==> src/rtl/vga_scroll_pattern_gen.sv <==
// VGA timing plus scrolling test-pattern source. Every output is registered 1 clk after the h/v counter state.
// Free-running: there is no backpressure, and scroll, mode and pause are only sampled on the last clock of a frame.
module vga_scroll_pattern_gen #(
  parameter int H_ACTIVE = 640,
  parameter int H_FP     = 16,
  parameter int H_SYNC   = 96,
  parameter int H_BP     = 48,
  parameter int V_ACTIVE = 480,
  parameter int V_FP     = 10,
  parameter int V_SYNC   = 2,
  parameter int V_BP     = 33,
  parameter bit SYNC_POL = 1'b0,
  parameter int OFF_W    = 10,
  parameter int SPD_W    = 4,
  parameter int CHK      = 4
) (
  input  logic             clk,
  input  logic             rst_n,
  input  logic [1:0]       mode,
  input  logic [SPD_W-1:0] dx,
  input  logic [SPD_W-1:0] dy,
  input  logic             pause,
  output logic             hsync,
  output logic             vsync,
  output logic             display_on,
  output logic [1:0]       r,
  output logic [1:0]       g,
  output logic [1:0]       b,
  output logic             frame_tick
);

  localparam int H_TOT = H_ACTIVE + H_FP + H_SYNC + H_BP;
  localparam int V_TOT = V_ACTIVE + V_FP + V_SYNC + V_BP;
  localparam int HW    = $clog2(H_TOT);
  localparam int VW    = $clog2(V_TOT);
  localparam int PW0   = (OFF_W > 8) ? OFF_W : 8;
  localparam int PW    = (PW0 > CHK + 1) ? PW0 : CHK + 1;

  logic [HW-1:0]           hc;
  logic [VW-1:0]           vc;
  logic [OFF_W-1:0]        xo, yo;
  logic [7:0]              fc;
  logic [1:0]              mode_s;
  logic signed [SPD_W-1:0] step_x, step_y;
  logic                    ft, active, hs_on, vs_on, c;
  logic [OFF_W-1:0]        mx, my;
  logic [PW-1:0]           mxe, mye, t;
  logic [1:0]              r_n, g_n, b_n;
  logic                    unused_bits;

  assign ft     = (hc == HW'(H_TOT - 1)) && (vc == VW'(V_TOT - 1));
  assign active = (hc < HW'(H_ACTIVE)) && (vc < VW'(V_ACTIVE));
  assign hs_on  = (hc >= HW'(H_ACTIVE + H_FP)) && (hc <= HW'(H_ACTIVE + H_FP + H_SYNC - 1));
  assign vs_on  = (vc >= VW'(V_ACTIVE + V_FP)) && (vc <= VW'(V_ACTIVE + V_FP + V_SYNC - 1));

  always_ff @(posedge clk or negedge rst_n) begin
    if (!rst_n) begin
      hc <= '0;
      vc <= '0;
    end else if (hc == HW'(H_TOT - 1)) begin
      hc <= '0;
      vc <= (vc == VW'(V_TOT - 1)) ? '0 : vc + 1'b1;
    end else begin
      hc <= hc + 1'b1;
    end
  end

  // dx/dy/pause are consumed at the tick that samples them; only mode needs a held copy.
  assign step_x = dx;
  assign step_y = dy;

  always_ff @(posedge clk or negedge rst_n) begin
    if (!rst_n) begin
      xo     <= '0;
      yo     <= '0;
      fc     <= '0;
      mode_s <= '0;
    end else if (ft) begin
      mode_s <= mode;
      fc     <= fc + 8'd1;
      if (!pause) begin
        xo <= xo + OFF_W'(step_x);
        yo <= yo + OFF_W'(step_y);
      end
    end
  end

  // Zero-extend the scrolled coordinates so the fixed pattern bit picks stay legal for narrow OFF_W.
  assign mx  = OFF_W'(hc) + xo;
  assign my  = OFF_W'(vc) + yo;
  assign mxe = PW'(mx);
  assign mye = PW'(my);
  assign t   = mxe ^ mye;
  assign c   = mxe[CHK] ^ mye[CHK];

  always_comb begin
    r_n = '0;
    g_n = '0;
    b_n = '0;
    if (active) begin
      case (mode_s)
        2'd0: begin
          r_n = {mxe[5], mye[2]};
          g_n = {mxe[6], mye[2]};
          b_n = {mxe[7], mye[5]};
        end
        2'd1: begin
          r_n = {c, c};
          g_n = {c, c};
          b_n = {c, c};
        end
        2'd2: begin
          r_n = t[7:6];
          g_n = t[5:4];
          b_n = t[3:2];
        end
        default: begin
          r_n = fc[7:6];
          g_n = fc[5:4];
          b_n = fc[3:2];
        end
      endcase
    end
  end

  assign unused_bits = ^{fc[1:0], t, mxe, mye};

  always_ff @(posedge clk or negedge rst_n) begin
    if (!rst_n) begin
      hsync      <= ~SYNC_POL;
      vsync      <= ~SYNC_POL;
      display_on <= 1'b0;
      r          <= '0;
      g          <= '0;
      b          <= '0;
      frame_tick <= 1'b0;
    end else begin
      hsync      <= hs_on ? SYNC_POL : ~SYNC_POL;
      vsync      <= vs_on ? SYNC_POL : ~SYNC_POL;
      display_on <= active;
      r          <= r_n;
      g          <= g_n;
      b          <= b_n;
      frame_tick <= ft;
    end
  end

endmodule

==> config.mk <==
export PLATFORM = sky130hd
export DESIGN_NAME = vga_scroll_pattern_gen
export DESIGN_NICKNAME = d
export VERILOG_FILES = /design/src/rtl/vga_scroll_pattern_gen.sv
export SDC_FILE = /design/constraint.sdc
export NUM_CORES = 1
export LEC_CHECK = 0
export BUFFER_PORTS_ARGS = -buffer_cell sky130_fd_sc_hd__buf_2
export CAP_MARGIN = 20
export CELL_PAD_IN_SITES_DETAIL_PLACEMENT = 0
export CELL_PAD_IN_SITES_GLOBAL_PLACEMENT = 1
export CORE_UTILIZATION = 48
export CTS_CLUSTER_SIZE = 30
export DETAILED_ROUTE_END_ITERATION = 8
export PLACE_DENSITY_LB_ADDON = 0.1
export SLEW_MARGIN = 40
export SYNTH_ARGS = -nofsm -noshare
export SYNTH_HDL_FRONTEND = slang
export SYNTH_SLANG_ARGS = --single-unit
==> constraint.sdc <==
create_clock -name clk -period 3.1 [get_ports clk]
set_input_delay 0.31 -clock clk [delete_from_list [all_inputs] [get_ports clk]]
set_output_delay 0.31 -clock clk [all_outputs]
set_load 0.1 [all_outputs]
# After elaboration in Yosys (flattened, before gate mapping)
# Cells that the tools add are included.
classes:
  add_sub_neg: 7
  n_lt_le_gt_ge: 6
  eq_ne: 4
  n_mux: 10
  n_bitwise: 3
  reduce_logical: 6
op_table:
  columns: ["cell", "count"]
  rows:
  - ["$add 10x1->10 const B", 2]
  - ["$add 10x10->10", 2]
  - ["$eq 10x10->1 const B", 2]
  - ["$mux 10", 2]
  - ["$pmux 2 s3", 3]
  - ["$add 8x8->8", 2]
  - ["$ge 10x10->1 const B", 1]
  - ["$ge 10x9->1 const B", 1]
  - ["$le 10x10->1 const B", 1]
  - ["$le 10x9->1 const B", 1]
  - ["$lt 10x10->1 const B", 1]
  - ["$lt 10x9->1 const B", 1]
  - ["$add 8x1->8 const B", 1]
  - ["$xor 8x8->8", 1]
  - ["$mux 2", 3]
  - ["$logic_and 1x1->1", 4]
  - ["$eq 2x1->1 const B", 1]
  - ["$eq 2x2->1 const B", 1]
  - ["$logic_not 2->1", 1]
  - ["$mux 1", 2]
  - ["$reduce_and 2->1", 1]
  - ["$not 1->1", 1]
  - ["$xor 1x1->1", 1]
word_totals:
  reg_bits: 60
  out_inout_bits: 10
  elab_cells: 49

# Logic depth before layout (Yosys ltp)
# Gate-level depths: netlist (run 1).
depth:
  word_depth: 4
  ltp_mapped: 11
  mapped_depth_nobuf: 9

# Worst setup path after synthesis (run 1)
# No wires, ideal clock.
synth_timing:
  path_type: "reg2reg"
  start: "reg hc[5]"
  end: "reg r[1]"
  setup_ns: 0.070
  arrival_ns: 2.327
  setup_slack_ns: 0.703
  path_stages_with_launch: 9
  n_path_buf: 1
  path_cell_list: "dfrtp_1 -> ha_1 -> buf_6 -> a21oi_4 -> a21oi_2 -> or4_4 -> and3_4 -> or4_1 -> nand3_1"
synth_between:
  elab_chain_cells: 4
synth_lines:
  columns: ["element", "line", "text"]
  rows:
  - ["from (decl)", "39", "logic [HW-1:0] hc;"]
  - ["from (signal assigned)", "64", "hc <= hc + 1'b1;"]
  - ["$add 8x8->8", "89", "assign mx = OFF_W'(hc) + xo;"]
  - ["$xor 8x8->8", "93", "assign t = mxe ^ mye;"]
  - ["$pmux 2 s3", "101", "case (mode_s)"]
  - ["$mux 2 *", "100", "if (active) begin"]
  - ["via r_n[1]", "48", "logic [1:0] r_n, g_n, b_n;"]
  - ["to (signal assigned)", "141", "r <= r_n;"]
  - ["to (decl)", "26", "output logic [1:0] r,"]
# Mark *: on every way through the listed nets, which the timed path passes. The rest lies on a longest branch.
# A chain may end at the register's enable or synchronous reset.

# Worst setup path after layout (run 1)
# Ends and elaborated chain as after synthesis.

==> results of run 1 <==
per-stage QoR:
| step | total power, uW | worst slack [ns] | utilization, % |
|---|---|---|---|
| floorplan | 763 | 0.703 | - |
| global placement | 790 | 0.621 | 52.9 |
| detailed placement | 792 | 0.601 | 52.9 |
| CTS | 1220 | 0.581 | 54.2 |
| global route | 1250 | 0.355 | 54.2 |
| finish | 1190 | 0.568 | 54.2 |
cell usage after synthesis, drive strengths merged (10+ instances only):
cell type / instances / area [sq um]
nor2: 26 / 97.6
nand2: 40 / 150
a21oi: 14 / 88.8
inv: 24 / 90.1
dfrtp: 54 / 1350
xor2: 17 / 149
nand4: 10 / 62.6
o21ai: 29 / 145
xnor2: 23 / 201
ha: 31 / 388
nor3: 12 / 75.1
nand3: 14 / 70.1
flip-flops by register name, indices dropped and copies added (netlist names), 2 cells and up:
signal and flops:
yo 8, vc 10, g 2, r 2
hc 10, b 2, fc 8, mode_s 2
xo 8
layout make-up:
| type | count | area (sq um) |
|---|---|---|
| clock buffer | 7 | 86.3 |
| sequential | 56 | 1400 |
| tap | 99 | 124 |
| fill | 647 | 3360 |
| inverter | 24 | 90.1 |
| timing repair buffer | 26 | 140 |
| multi-input combinational | 296 | 2120 |
| clock inverter | 1 | 7.51 |
worst max-delay path by stage:
stage	start	cells after the start	slack [ns]	end
floorplan	hc[5]	8	0.70	r[1]
global placement	hc[5]	7	0.62	r[1]
detailed placement	hc[5]	7	0.60	r[1]
CTS	hc[5]	7	0.58	r[1]
global route	hc[5]	7	0.35	r[1]
finish	hc[5]	7	0.57	r[1]
worst max-delay path: stages (launching register included):
cell     delay (ns)
dfrtp_1        0.48
ha_1           0.46
a21oi_4        0.18
a21oi_2        0.07
or4_4          0.52
and3_4         0.19
or4_1          0.49
nand3_1        0.09
power breakdown:
group / internal (uW) / switching, uW / total, uW
Combinational: 16.2 / 29.3 / 45.5
Clock: 182 / 237 / 419
Sequential: 730 / 0 / 730
Total: 929 / 266 / 1190
logic make-up after synthesis:
family | Yosys count
multiplexers | 6
XOR/XNOR | 42
AND/OR/NAND/NOR | 131
AO/OA/AOI/OAI | 84
flip-flops | 56
adder cells (fa/ha/maj) | 33
buffers and inverters | 35
metal layers:
metal,wire length (um),part of all wire (%)
met1,3790,52
met2,3320,45
met3,137,1.9
met4,63,0.86
met5,0,0
==> impl_metrics.ini, run 1 <==
[synthesis]
yosys.area_share.simple_pct = 18.4
synth-async-reset-ratio_pct = 100
yosys.area_share.xor_xnor_pct = 10.7
syn_avg_cell_area_sq_um = 9.54
synth_compound_area_share_pct = 14.9
ys_ff_latch = 56
synth-edff-count = 0
synth_ff_type = dfrtp_1
synth_mux_area_share_pct = 1.80
ys_seq_area_share_pct = 38.0
synth_nets = 433
ys_warn_count = 0
yosys.area_share.adder_pct = 11.6
synthCells = 387
syn_area_sq_um = 3690
synth_top_family_by_area = simple AND/OR/NAND/NOR gates
ys_types = 59

[clock_network]
clk_pin_slew_worst_paths_ns = 0.10
ctsHoldBuffers = 0
postCtsSetupRepairBufs = 0
h-tree-depth = 2
clk_latency_ns = 0.31
cts_buffers = 5
cts_resized = 0
cts_num_sinks = 56
cts_tree = done
clock_path_buffers = 2
root_buffer = clkbuf_8

[place]
dp_cells = 501
portBuffers = 22
dp_hpwl_um = 5630
dpl_cell_area_sq_um = 3880
gp_congestion = 0.876

[global_route]
antenna_found_initial = 0
use_met2_pct = 32.6
grt_max_degree = 31
grt_overflow = 0
grtUsageMet1_pct = 28.2
top_usage_layer = met2
grt_pass1_vias = 2493
grt_pass1_wl_um = 12200
gr-usage-all-layers_pct = 20.3
use_met3_pct = 3.47

[power]
max-vdd-ir-drop_mv = 0.148
p_per_area_nw_per_um2 = 301
leakagePower_uw = 0.00186

[job]
maxCapViolations = 0

[sta]
grt_setup_unrepaired = no
final_hold_viol_count = 8
fmax_mhz = 395
slew_violations = 0
hold_slack_ns = -0.0109
setup_viol = 0
post-route-period-util_pct = 81.7
slew_headroom_pct = 57.8
worst_pin_slew_ns = 0.630
finalSetupTns_ns = 0
fin_crit_ns = 2.53
skew_ns = 0.00954

[setup_path]
cp-end-kind = flop
timing.rr.end = r[1]
crit_required_ns = 3.34
crit_type = flop to flop
cp_data_arrival_time_ns = 2.78
worstSetupStartpointType = flop
timing.rr.start = hc[5]
r2r_cells = 7
rrSetupSlack_ns = 0.57
path_max_fanout = 10

[final_layout]
layout.nets = 455
layout_common_cells = dfrtp_1 (54), nand2_1 (40), ha_1 (31), o21ai_0 (29), nor2_1 (26)
fin_cells = 509
diodes = 0
areaGrowthSynthToFinish_pct = 7.63
mostFrequentLayoutCell = dfrtp_1
final_area_sq_um = 3970
drive_gt1_share_pct = 12.4

[floorplanning]
io_pins = 23
start_util_pct = 50.3
fp-row-count = 31
die_h_um = 89.7
die_area_sq_um = 8040
core-area_sq_um = 7330
die_w_um = 89.7

[outcome]
violations = negative hold slack
status = finished, violations left

[drt]
wl_um = 7320
num_vias = 2770
drt-initial-drc-count = 99
post_drt_via_cell_ratio = 5.44
drcViolationCount = 0
drt-wirelength-per-cell_um = 14.4
ant_nets = 0
firstDrtPassIters = 4

[worst_hold_path]
min_path_type = primary input to asynchronous set/reset pin
(Power assumes the default switching activity.)
==> inputs of run 2 (changes only) <==
clock period = 2.4 ns   (was 3.1 ns; I/O delays follow)
==> run 2 against run 1 <==
Compared with the run above: combinational power up 38%; via count up 4.4%; critical path type unchanged; the run now ends clean; worst hold slack better by 0.14 ns.
==> impl_metrics.ini, run 2 (same netlist as run 1, synthesis figures left out) <==
[floorplanning]
core-area_sq_um = 7330
die_area_sq_um = 8040
die_h_um = 89.7
die_w_um = 89.7
io_pins = 23
fp-row-count = 31
start_util_pct = 50.3

[worst_hold_path]
min_path_type = primary input to flop
hold_start = mode[0]
hold_depth = 3
hold_end = mode_s[0]

[drt]
post_drt_via_cell_ratio = 5.39
drt-wirelength-per-cell_um = 14.6
firstDrtPassIters = 4
num_vias = 2891
ant_nets = 0
wl_um = 7850
drt-initial-drc-count = 120
drcViolationCount = 0

[setup_path]
timing.rr.end = r[1]
critPathLaunch = xo[5]
timing.rr.start = xo[5]
crit_type = flop to flop
cpMaxStageDelayCell = dfrtp_1
cp_data_arrival_time_ns = 2.52
path_max_fanout = 10
path_cells = ha_4 > and3b_2 > a2111oi_1 > o311ai_1 > a32o_1 > o21ai_0 > nand3_1
rrSetupSlack_ns = 0.07
critPathMaxStageDelay_ns = 0.44
worstSetupStartpointType = flop
crit_required_ns = 2.59
cp-end-kind = flop
r2r_cells = 7

[sta]
setup_viol = 0
hold_slack_ns = 0.132
slew_headroom_pct = 67.8
skew_ns = 0.00379
post-route-period-util_pct = 97.0
worst_pin_slew_ns = 0.486
slew_violations = 0
fmax_mhz = 430
fin_crit_ns = 2.33
finalSetupTns_ns = 0
final_hold_viol_count = 0

[global_route]
grt_max_degree = 57
grt_overflow = 0
grt_pass1_wl_um = 12900
gr-usage-all-layers_pct = 21.0
antenna_found_initial = 0
grt_pass1_vias = 2670

[clock_network]
cts_num_sinks = 56
cts_buffers = 5
root_buffer = clkbuf_8
cts_tree = done
clock_path_buffers = 2
clk_latency_ns = 0.31
clk_pin_slew_worst_paths_ns = 0.10
h-tree-depth = 2

[job]
maxCapViolations = 0

[place]
dp_hpwl_um = 5880
portBuffers = 22
gp_congestion = 0.896

[final_layout]
drive_gt1_share_pct = 19.2
diodes = 0
mostFrequentLayoutCell = dfrtp_1
layout_common_cells = dfrtp_1 (54), nand2_1 (40), o21ai_0 (28), ha_1 (28), buf_4 (28)
areaGrowthSynthToFinish_pct = 15.6
layout.nets = 482
reg_top3 = hc: 10 flops, vc: 10 flops

[power]
max-vdd-ir-drop_mv = 0.231
p_per_area_nw_per_um2 = 361
leakagePower_uw = 0.00201

[outcome]
status = finished clean
-- run 2: where the power goes --
| group | switching (uW) | internal [uW] | leakage (uW) | total (uW) |
|---|---|---|---|---|
| registers | 0 | 943 | 0.000746 | 943 |
| logic | 38.6 | 24.2 | 0.00122 | 62.8 |
| clock network | 323 | 210 | 0.0000485 | 534 |
| total | 362 | 1180 | 0.00201 | 1540 |
-- run 2: cell type report --
cell class | count | area (sq um)
Clock buffer | 5 | 68.8
Multi-Input combinational cell | 296 | 2190
Timing Repair Buffer | 53 | 370
Inverter | 24 | 90.1
Sequential cell | 56 | 1400
Clock inverter | 3 | 22.5
Tap cell | 99 | 124
Fill cell | 655 | 3060
-- run 2: how the worst max path moves through the flow --
| stage | endpoint | cells after the start | slack [ns] |
|---|---|---|---|
| floorplan | r[1] | 8 | 0.003 |
| global placement | r[1] | 7 | 0.02 |
| detailed placement | r[1] | 7 | -0.12 |
| CTS | r[1] | 7 | 0.03 |
| global route | b[0] | 7 | -0.01 |
| finish | r[1] | 7 | 0.07 |
-- run 2: routing by layer --
metal	vias up	routed length (um)	GRT usage, %
li1	1470	-	-
met1	1377	4070	31.0
met2	38	3560	32.9
met3	6	164	2.74
met4	0	57	4.33
met5	-	0	0
-- run 2: critical path: cells and delay by family, from the launching register on --
family,cells,cell delay [ns]
flip-flops,1,0.44
adder cells (fa/ha/maj),1,0.35
AO/OA/AOI/OAI,4,1.11
AND/OR/NAND/NOR,2,0.32
-- run 2: repair_timing --
action,in CTS,in global routing
hold buffers,1,0
gates resized for setup,3,9
setup buffers,0,1
setup endpoints to repair,1,6
pin swaps,0,2
endpoints found under the hold margin,54,0
-- run 2: through the flow --
step | setup WS, ns | util [%] | area, sq um | instances | total power, uW
5_1_grt | -0.0143 | 58.2 | 4270 | 536 | 1610
4_1_cts | 0.0297 | 57.2 | 4200 | 535 | 1560
2_1_floorplan | 0.00300 | - | 3690 | 387 | 985
6_report | 0.0718 | 58.2 | 4270 | 536 | 1540
3_5_place_dp | -0.121 | 55.8 | 4090 | 526 | 1020
3_3_place_gp | 0.0250 | 55.8 | 4090 | 526 | 1020
